### src/rtl/mul_arbiter.sv
// -----------------------------------------------------------------------------
// mul_arbiter
//
// Shares one repeated-addition multiplier among N requesters. A round-robin
// arbiter picks a requester while the block is idle, the operands of that
// requester are captured, and the product is built by adding A into P once
// per count of B. The result is reported with a one-cycle done pulse.
//
// Handshake (req/gnt): req[i] is a level request with a_in/b_in slice i valid
// while it is high. The operands are captured on the clock edge that leaves
// IDLE. gnt[i] pulses for exactly one cycle after that edge. A requester drops
// req[i] in its gnt cycle unless it wants another job. A req still high at the
// next IDLE is treated as a new request. Operand changes after the capture
// edge have no effect on the running job.
//
// Ports:
//   clk         clock, rising edge
//   rst         asynchronous, active-high reset
//   req[N]      request per requester (level)
//   a_in[N*W]   multiplicand, requester i at [i*W +: W]
//   b_in[N*W]   multiplier / repeat count, same packing
//   gnt[N]      one-hot, one-cycle pulse: operands of that requester captured
//   busy        high whenever the FSM is not IDLE
//   done        one-cycle pulse: product valid
//   done_id     index of the requester whose job finished
//   product     result, held until the next done
//   o_dbg_state current FSM state (0=IDLE, 1=RUN, 2=DONE)
// -----------------------------------------------------------------------------
module mul_arbiter #(
   parameter int W = 16,
   parameter int N = 4
) (
   input  logic                 clk,
   input  logic                 rst,
   input  logic [N-1:0]         req,
   input  logic [N*W-1:0]       a_in,
   input  logic [N*W-1:0]       b_in,
   output logic [N-1:0]         gnt,
   output logic                 busy,
   output logic                 done,
   output logic [$clog2(N)-1:0] done_id,
   output logic [W-1:0]         product,
   output logic [1:0]           o_dbg_state
);

   localparam int IW = $clog2(N);

   typedef enum logic [1:0] {
      S_IDLE = 2'd0,
      S_RUN  = 2'd1,
      S_DONE = 2'd2
   } state_t;

   // ---------------------------------------------------------------------------
   // Registers
   // ---------------------------------------------------------------------------
   state_t          r_state;
   logic [IW-1:0]   r_owner;
   logic [IW-1:0]   r_last;
   logic [N-1:0]    r_gnt;
   logic            r_busy;
   logic            r_done;
   logic [IW-1:0]   r_done_id;
   logic [W-1:0]    r_product;

   // Datapath registers
   logic [W-1:0]    r_a;
   logic [W-1:0]    r_b;
   logic [W-1:0]    r_p;

   // ---------------------------------------------------------------------------
   // Wires
   // ---------------------------------------------------------------------------
   logic            w_any;
   logic [IW-1:0]   w_win;
   logic [N-1:0]    w_win_onehot;
   logic [W-1:0]    w_a_arr [N];
   logic [W-1:0]    w_b_arr [N];
   logic [W-1:0]    w_a_sel;
   logic [W-1:0]    w_b_sel;
   logic            w_eqz;
   logic            w_load;
   logic            w_clear;
   logic            w_dec;

   // ---------------------------------------------------------------------------
   // Operand unpacking
   // ---------------------------------------------------------------------------
   always_comb begin
      for (int i = 0; i < N; i++) begin
         w_a_arr[i] = a_in[i*W +: W];
         w_b_arr[i] = b_in[i*W +: W];
      end
   end

   // ---------------------------------------------------------------------------
   // Round-robin winner search: first requester with req high, starting one
   // past the last winner and wrapping modulo N. With r_last reset to N-1 the
   // search starts at requester 0.
   // ---------------------------------------------------------------------------
   always_comb begin
      logic [IW-1:0] w_idx;
      w_any = 1'b0;
      w_win = '0;
      w_idx = '0;
      for (int k = 1; k <= N; k++) begin
         w_idx = IW'((int'(r_last) + k) % N);
         if (!w_any && req[w_idx]) begin
            w_any = 1'b1;
            w_win = w_idx;
         end
      end
   end

   assign w_win_onehot = {{(N-1){1'b0}}, 1'b1} << w_win;
   assign w_a_sel      = w_a_arr[w_win];
   assign w_b_sel      = w_b_arr[w_win];

   // ---------------------------------------------------------------------------
   // Datapath controls decoded from the current state
   // ---------------------------------------------------------------------------
   assign w_eqz   = (r_b == '0);
   assign w_load  = (r_state == S_IDLE) && w_any;
   assign w_clear = w_load;
   // The zero-check cycle in RUN performs no add, so B=0 gives P=0.
   assign w_dec   = (r_state == S_RUN) && !w_eqz;

   // ---------------------------------------------------------------------------
   // Datapath: operand A, down-counter B, product accumulator P
   // ---------------------------------------------------------------------------
   always_ff @(posedge clk or posedge rst) begin
      if (rst) begin
         r_a <= '0;
         r_b <= '0;
         r_p <= '0;
      end else begin
         if (w_load) begin
            r_a <= w_a_sel;
            r_b <= w_b_sel;
         end else if (w_dec) begin
            r_b <= r_b - 1'b1;
         end

         // Addition wraps modulo 2^W; overflow is dropped silently.
         if (w_clear) begin
            r_p <= '0;
         end else if (w_dec) begin
            r_p <= r_p + r_a;
         end
      end
   end

   // ---------------------------------------------------------------------------
   // Control FSM with registered outputs
   // ---------------------------------------------------------------------------
   always_ff @(posedge clk or posedge rst) begin
      if (rst) begin
         r_state   <= S_IDLE;
         r_owner   <= '0;
         r_last    <= IW'(N-1);
         r_gnt     <= '0;
         r_busy    <= 1'b0;
         r_done    <= 1'b0;
         r_done_id <= '0;
         r_product <= '0;
      end else begin
         // Pulses default low; they are raised for one cycle below.
         r_gnt  <= '0;
         r_done <= 1'b0;

         case (r_state)
            S_IDLE: begin
               if (w_any) begin
                  r_state <= S_RUN;
                  r_owner <= w_win;
                  r_last  <= w_win;
                  r_gnt   <= w_win_onehot;
                  r_busy  <= 1'b1;
               end
            end

            S_RUN: begin
               if (w_eqz) begin
                  r_state   <= S_DONE;
                  r_done    <= 1'b1;
                  r_done_id <= r_owner;
                  r_product <= r_p;
               end
            end

            S_DONE: begin
               r_state <= S_IDLE;
               r_busy  <= 1'b0;
            end

            default: begin
               r_state <= S_IDLE;
               r_busy  <= 1'b0;
            end
         endcase
      end
   end

   // ---------------------------------------------------------------------------
   // Outputs
   // ---------------------------------------------------------------------------
   assign gnt         = r_gnt;
   assign busy        = r_busy;
   assign done        = r_done;
   assign done_id     = r_done_id;
   assign product     = r_product;
   assign o_dbg_state = r_state;

endmodule

### config.mk
export PLATFORM = sky130hd
export DESIGN_NAME = mul_arbiter
export DESIGN_NICKNAME = d
export VERILOG_FILES = /design/src/rtl/mul_arbiter.sv
export SDC_FILE = /design/constraint.sdc
export NUM_CORES = 1
export LEC_CHECK = 0
export ABC_AREA = 1
export CORE_ASPECT_RATIO = 2
export CORE_MARGIN = 2
export CORE_UTILIZATION = 30
export CTS_CLUSTER_DIAMETER = 50
export DETAILED_ROUTE_END_ITERATION = 8
export SYNTH_ARGS = -nofsm -noshare
export SYNTH_HDL_FRONTEND = slang
export SYNTH_SLANG_ARGS = --single-unit
export TNS_END_PERCENT = 10
### constraint.sdc
create_clock -name clk -period 6 [get_ports clk]
set_input_delay 1.5 -clock clk [delete_from_list [all_inputs] [get_ports clk]]
set_output_delay 1.5 -clock clk [all_outputs]
set_load 0.03 [all_outputs]
[Word level (Yosys, flattened, before mapping)]
Cells that the tools add are included.
Word-level totals
  bits in registers: 78
  bits in latches: 0
  memory bits (writable): 0
  ROM bits: 0
  output and inout port bits: 26
  word-level logic and storage cells: 79
  memories: 0
Cells by class
  $add $sub $neg: 6
  multiply operators: 0
  divide/modulo/power cells: 0
  $lt $le $gt $ge: 5
  eq/ne operators: 3
  shifts and indexed selects: 1
  multiplexer cells: 35
  bitwise operators: 2
  reduce and logical (&&, ||, !) cells: 16
Operator list (number)
  16-bit two-way mux: 8
  16-bit binary-select mux with 2-bit select: 2
  16-bit adder: 1
  16-bit logical NOT: 1
  16-bit by 1-bit subtractor with 16-bit output (second input constant): 1
  2-bit by 3-bit < comparator with 1-bit output (second input constant): 4
  2-bit two-way mux: 6
  1-bit two-way mux: 11
  1-bit binary-select mux with 2-bit select: 4
  4-bit two-way mux: 2
  2-bit AND reduction: 4
  1-bit logical AND: 5
  2-bit by 1-bit adder with 2-bit output (second input constant): 2
  2-bit adder (second input constant): 2
  1-bit logical NOT: 4
  2-bit inequality test (second input constant): 2
  2-bit case mux with 2 select lines: 1
  1-bit by 2-bit << shifter with 4-bit output (first input constant): 1
  3-bit >= comparator (second input constant): 1
  2-bit NOT with 3-bit output: 1
  2-bit by 1-bit equality test with 1-bit output (second input constant): 1
  2-bit logical NOT: 1
  1-bit case mux with 2 select lines: 1
  2-bit nonzero test: 1
  1-bit NOT: 1

[Logic depth before layout (Yosys ltp)]
  depth in word-level cells: 18
  gate-level depth with buffers: 17
  mapped depth without buffers: 16

[Worst setup path before layout]
OpenSTA, ideal clock, no wires.
  path kind: input -> register
  start point: in req[3]
  end point: reg r_a[0]
  setup time: 0.117 ns
  arrival: 2.690 ns
  required time: 5.883 ns
  path slack: 3.193 ns
  stages on the path: 14
  buffers on the path: 2
  cell sequence: inv_1 nand2_1 nand3_1 nand2_2 nor2_1 nand3_1 nand2_2 nand2_4 buf_6 buf_6 nand3_1 nand3_1 nand2_1 nand2_1
Between the ends
  word-level cells in the longest chain between the ends: 16
  elaborated cells between the ends (all ways): 27
  classes of those cells: mux: 19; bitwise: 1; reduce/logical: 7
RTL lines
  start: declaration: line 35  | input logic [N-1:0] req,
  1-bit binary-select mux with 2-bit select: line 108  | if (!w_any && req[w_idx]) begin
  1-bit two-way mux (implied by the code): line 108
  1-bit two-way mux: line 108
  1-bit logical NOT: line 108
  1-bit logical AND: line 108
  1-bit two-way mux: line 108
  1-bit logical NOT: line 108
  1-bit logical AND: line 108
  1-bit two-way mux: line 108
  1-bit logical NOT: line 108
  1-bit logical AND: line 108
  2-bit two-way mux: line 108
  2-bit NOT with 3-bit output (implied by the code): line 116  | assign w_a_sel = w_a_arr[w_win];
  16-bit binary-select mux with 2-bit select: line 116
  16-bit two-way mux (implied by the code) (2 in a row): line 116
  end signal: assignment: line 138  | r_a <= w_a_sel;
  end: declaration: line 67  | logic [W-1:0] r_a;
Several ways; a longest one is shown, not always the timed one. The select of a mux whose other input is x is not followed.
A chain may end at the register's enable or synchronous reset.

[Worst setup path in the final report]
  start point: in req[3]
  end point: reg r_a[7]
Same word-level chain as after synthesis.

==> summary.txt <==
Clock tree
  • Clock sinks: 78
  • # hold bufs at CTS: 0
  • TritonCTS buffer count: 9
  • Worst skew pair latency: 0.35 ns
  • Post_cts resized: 0
  • Htree depth: 3
  • Maximum clock insertion buffer count: 2
  • CTS tree: yes
  • Clock Tree Root: clkbuf_16
  • Worst-path clk slew: around 0.060 ns
  • Total setup buffers inserted after CTS: 0

Final layout
  • Post-layout instance area: 7370 um^2
  • N_diodes: 0
  • Final non-filler cell total: roughly 1.2k
  • Layout area overhead: 36.7%
  • Layout cell share with drive strength beyond 1: 4.88%
  • Fillers: 1,835
  • # nets final: 1,089

Global routing
  • Initial antenna violation count: 0
  • First-pass GRT wire length: 28,000 um
  • Congestion Overflow GR: 0
  • Pin count of the biggest net entering global routing: between 40 and 50
  • Vias in the first global route: 5,614
  • All-layer global routing usage: between 10% and 20%

Worst setup path
  • WP data arrival: 4.35 ns
  • CP Cell Sequence: clkdlybuf4s50_1 -> inv_1 -> nand2_1 -> nand2_1 -> nand2_1 -> nand2_1 -> nand2_1 -> nand2_1 -> nor2_2 -> nand2_2 -> nand2_4 -> buf_4 -> nand2_1 -> nand2_1 -> nand2_1 -> nand3_1 -> nand2_1 -> nand2_1
  • CP max stage cell: nand2_4
  • Worst setup EP type: register
  • Reg2reg path depth: 16
  • Crit-path leading delay family: simple AND/OR/NAND/NOR gates
  • Reg2reg end: r_a[7]
  • CP dominant cell by count: nand2_1
  • CP Launch Type: input pin
  • Max incr delay on CP: 0.53 ns
  • Critical path type: in -> reg
  • Worst reg2reg setup slack: 2.81 ns
  • Worst Path Buf+Inv: 3
  • Reg2reg start: r_last[0]
  • WP data required: 6.28 ns
  • CP max FO: 40

Min path
  • Critical hold path startpoint: product[7]
  • HP Class: reg -> reg
  • Hold depth: 2
  • Worst Hold Endpoint: product[7]

STA
  • Highest clock rate: 246 MHz
  • Endpoints failing setup: 0
  • Fin. max-slew vios: 0
  • Fraction of the cycle the final worst path needs: 67.8%
  • Post-route setup TNS: 0 ns
  • RSZ-0062 raised after global routing: no
  • Slew HR: 39.5%
  • Clock Skew: 0.0109 ns
  • Hold Vio Cnt, Final: 0
  • Minimum clock period: 4.07 ns
  • Least-Margin Pin Slew: 0.907 ns

Die
  • Starting density of the core: 30.5%
  • FP Rows: a little under 70
  • Die X: between 90 and 100 um
  • Die area: between 15,000 and 20,000 um^2
  • Die Y: 194 um
  • Area of the core: 17,700 um^2
  • # IOs: 160

Pwr
  • Clk pwr share: 41.9%
  • Sw Ratio: 24.7%
  • Max VDD drop: between 90 and 100 uV
  • LEAKAGE: 3.66 nW
  • Pwr/cell area: 168 nW/um^2
  • P_int: 0.933 mW
  • NetSw: between 0.3 and 0.4 mW
  • Gate power share: 15.7%
  • Register share of total power: a little over two fifths

Logic synthesis
  • Mapped cell area: 5390 um^2
  • Synth Net Count: 947
  • Ys Warns: 0
  • Synth Area per Inst: 6.78 um^2
  • Ys async rst share: 100%
  • Synth Register Bits: 78
  • Post-synthesis cell count: ~800
  • Seq/Total Area, Yosys: 36.2%
  • Post-synth EDFFs: 0
  • Top FF cell, synth: dfrtp_1
  • Post-synth cell types: 37

Drt
  • Starting DRT DRC Count: 268
  • Drt drc: 0
  • Vias per inst: 4.82
  • Antenna Nets Post-Route: 0
  • Wire length per cell: about 15 um
  • Router iterations before antenna repair: 4
  • Routed WL: 17,300 um
  • Routed via count: about 5.6k

Place
  • Cell total after placement: 1,139
  • DPL Wire Length: 13,600 um
  • Placement Cell Area: 7090 um^2
  • Routability cong.: slightly below 0.9
  • Port bufs: 159

Job
  • Number of max-cap violations: 0

Status
  • Outcome: completed
==> Yosys cell counts (all sizes together), types with 2 or more instances <==
library cell | number | share of area, %
o21bai | 3 | 0.42
o22ai | 12 | 1.4
nand4 | 7 | 0.81
nor2 | 57 | 4.5
buf | 30 | 3.8
a21oi | 20 | 2.1
xor2 | 10 | 1.6
a31oi | 2 | 0.23
nand2 | 312 | 22
a211oi | 3 | 0.42
xnor2 | 6 | 0.97
or2 | 2 | 0.23
dfrtp | 76 | 35
inv | 59 | 4.1
nor3 | 8 | 0.95
dfstp | 2 | 0.97
ha | 17 | 3.9
clkbuf | 7 | 0.49
o21ai | 41 | 3.8
a21boi | 2 | 0.28
nand3 | 113 | 10
==> metal layers <==
metal	track usage [%]	wire length [um]
met1	20.0	6480
met2	33.4	9340
met3	2.75	716
met4	9.79	744
met5	0	0
==> worst max path at each step <==
| stage | to | cells past startpoint | slack, ns | start |
|---|---|---|---|---|
| 2_1_floorplan | busy | 1 | 2.51 | rst |
| 3_3_place_gp | r_a[10] | 18 | 1.61 | req[3] |
| 3_5_place_dp | r_a[7] | 18 | 1.57 | req[3] |
| 4_1_cts | r_a[7] | 18 | 1.93 | req[3] |
| 5_1_grt | r_a[14] | 18 | 1.58 | req[3] |
| 6_report | r_a[7] | 18 | 1.93 | req[3] |
==> flip-flops by register name, indices dropped and copies added, names as in the netlist <==
signal	cells
product	16
r_b	16
r_a	16
busy	1
done_id	2
o_dbg_state	2
r_p	16
done	1
r_last	2
gnt	4
r_owner	2
==> through the flow <==
stage | hold slack, ns | util, % | power [mW] | setup WS, ns
2_1_floorplan | 0.455 | - | 0.626 | 2.51
3_3_place_gp | 0.464 | 40.1 | 0.731 | 1.61
3_5_place_dp | 0.475 | 40.1 | 0.732 | 1.57
4_1_cts | 0.489 | 41.6 | 1.25 | 1.93
5_1_grt | 0.504 | 41.6 | 1.29 | 1.58
6_report | 0.480 | 41.6 | 1.24 | 1.93
==> placed cells by master (no fill, tap or decap), types with 2 or more instances in the layout <==
cell type / Yosys / routed
nand2_1: 302 / 302
clkdlybuf4s50_1: 0 / 159
nand3_1: 113 / 113
dfrtp_1: 76 / 76
inv_1: 56 / 55
nor2_1: 54 / 54
o21ai_0: 41 / 41
a21oi_1: 19 / 19
ha_1: 17 / 17
o22ai_1: 12 / 12
xor2_1: 10 / 10
clkbuf_16: 0 / 9
buf_4: 6 / 9
nand2_2: 8 / 8
nor3_1: 7 / 7
nand4_1: 7 / 7
xnor2_1: 6 / 6
inv_2: 3 / 3
o21bai_1: 3 / 3
a211oi_1: 3 / 3
clkinv_2: 0 / 3
nand2_4: 2 / 2
a21boi_0: 2 / 2
or2_2: 2 / 2
a31oi_1: 2 / 2
clkbuf_1: 7 / 2
clkbuf_8: 0 / 2
dfstp_2: 2 / 2
==> tightest hold or removal path, delay by kind of cell, from the launching register on <==
| family | cells | cell delay (ns) |
|---|---|---|
| AO/OA/AOI/OAI | 1 | 0.05 |
| AND/OR/NAND/NOR | 1 | 0.05 |
| flip-flops | 1 | 0.34 |
==> area by class of cell <==
cell class	count	area (um^2)	area share, %
Multi-Input combinational cell	620	2980	40.5
Sequential cell	78	1950	26.5
Inverter	60	226	3.07
Clock buffer	13	260	3.53
Tap cell	213	267	3.62
Timing Repair Buffer	168	1660	22.5
Clock inverter	3	18.8	0.255
==> logic make-up after synthesis <==
family / share of synthesized area, %
fa+ha+maj: 4.32
buf+inv: 8.42
xor+xnor: 2.60
simple gates: 39.7
flops: 36.2
compound gates: 8.75
==> power by group through the flow <==
stage | Sequential, mW | Combinational, mW | Clock (mW)
2_1_floorplan | 0.536 | 0.0903 | 0
3_3_place_gp | 0.536 | 0.195 | 0
3_5_place_dp | 0.536 | 0.196 | 0
4_1_cts | 0.526 | 0.197 | 0.532
5_1_grt | 0.526 | 0.214 | 0.554
6_report | 0.526 | 0.194 | 0.518
(Power assumes the default switching activity.)
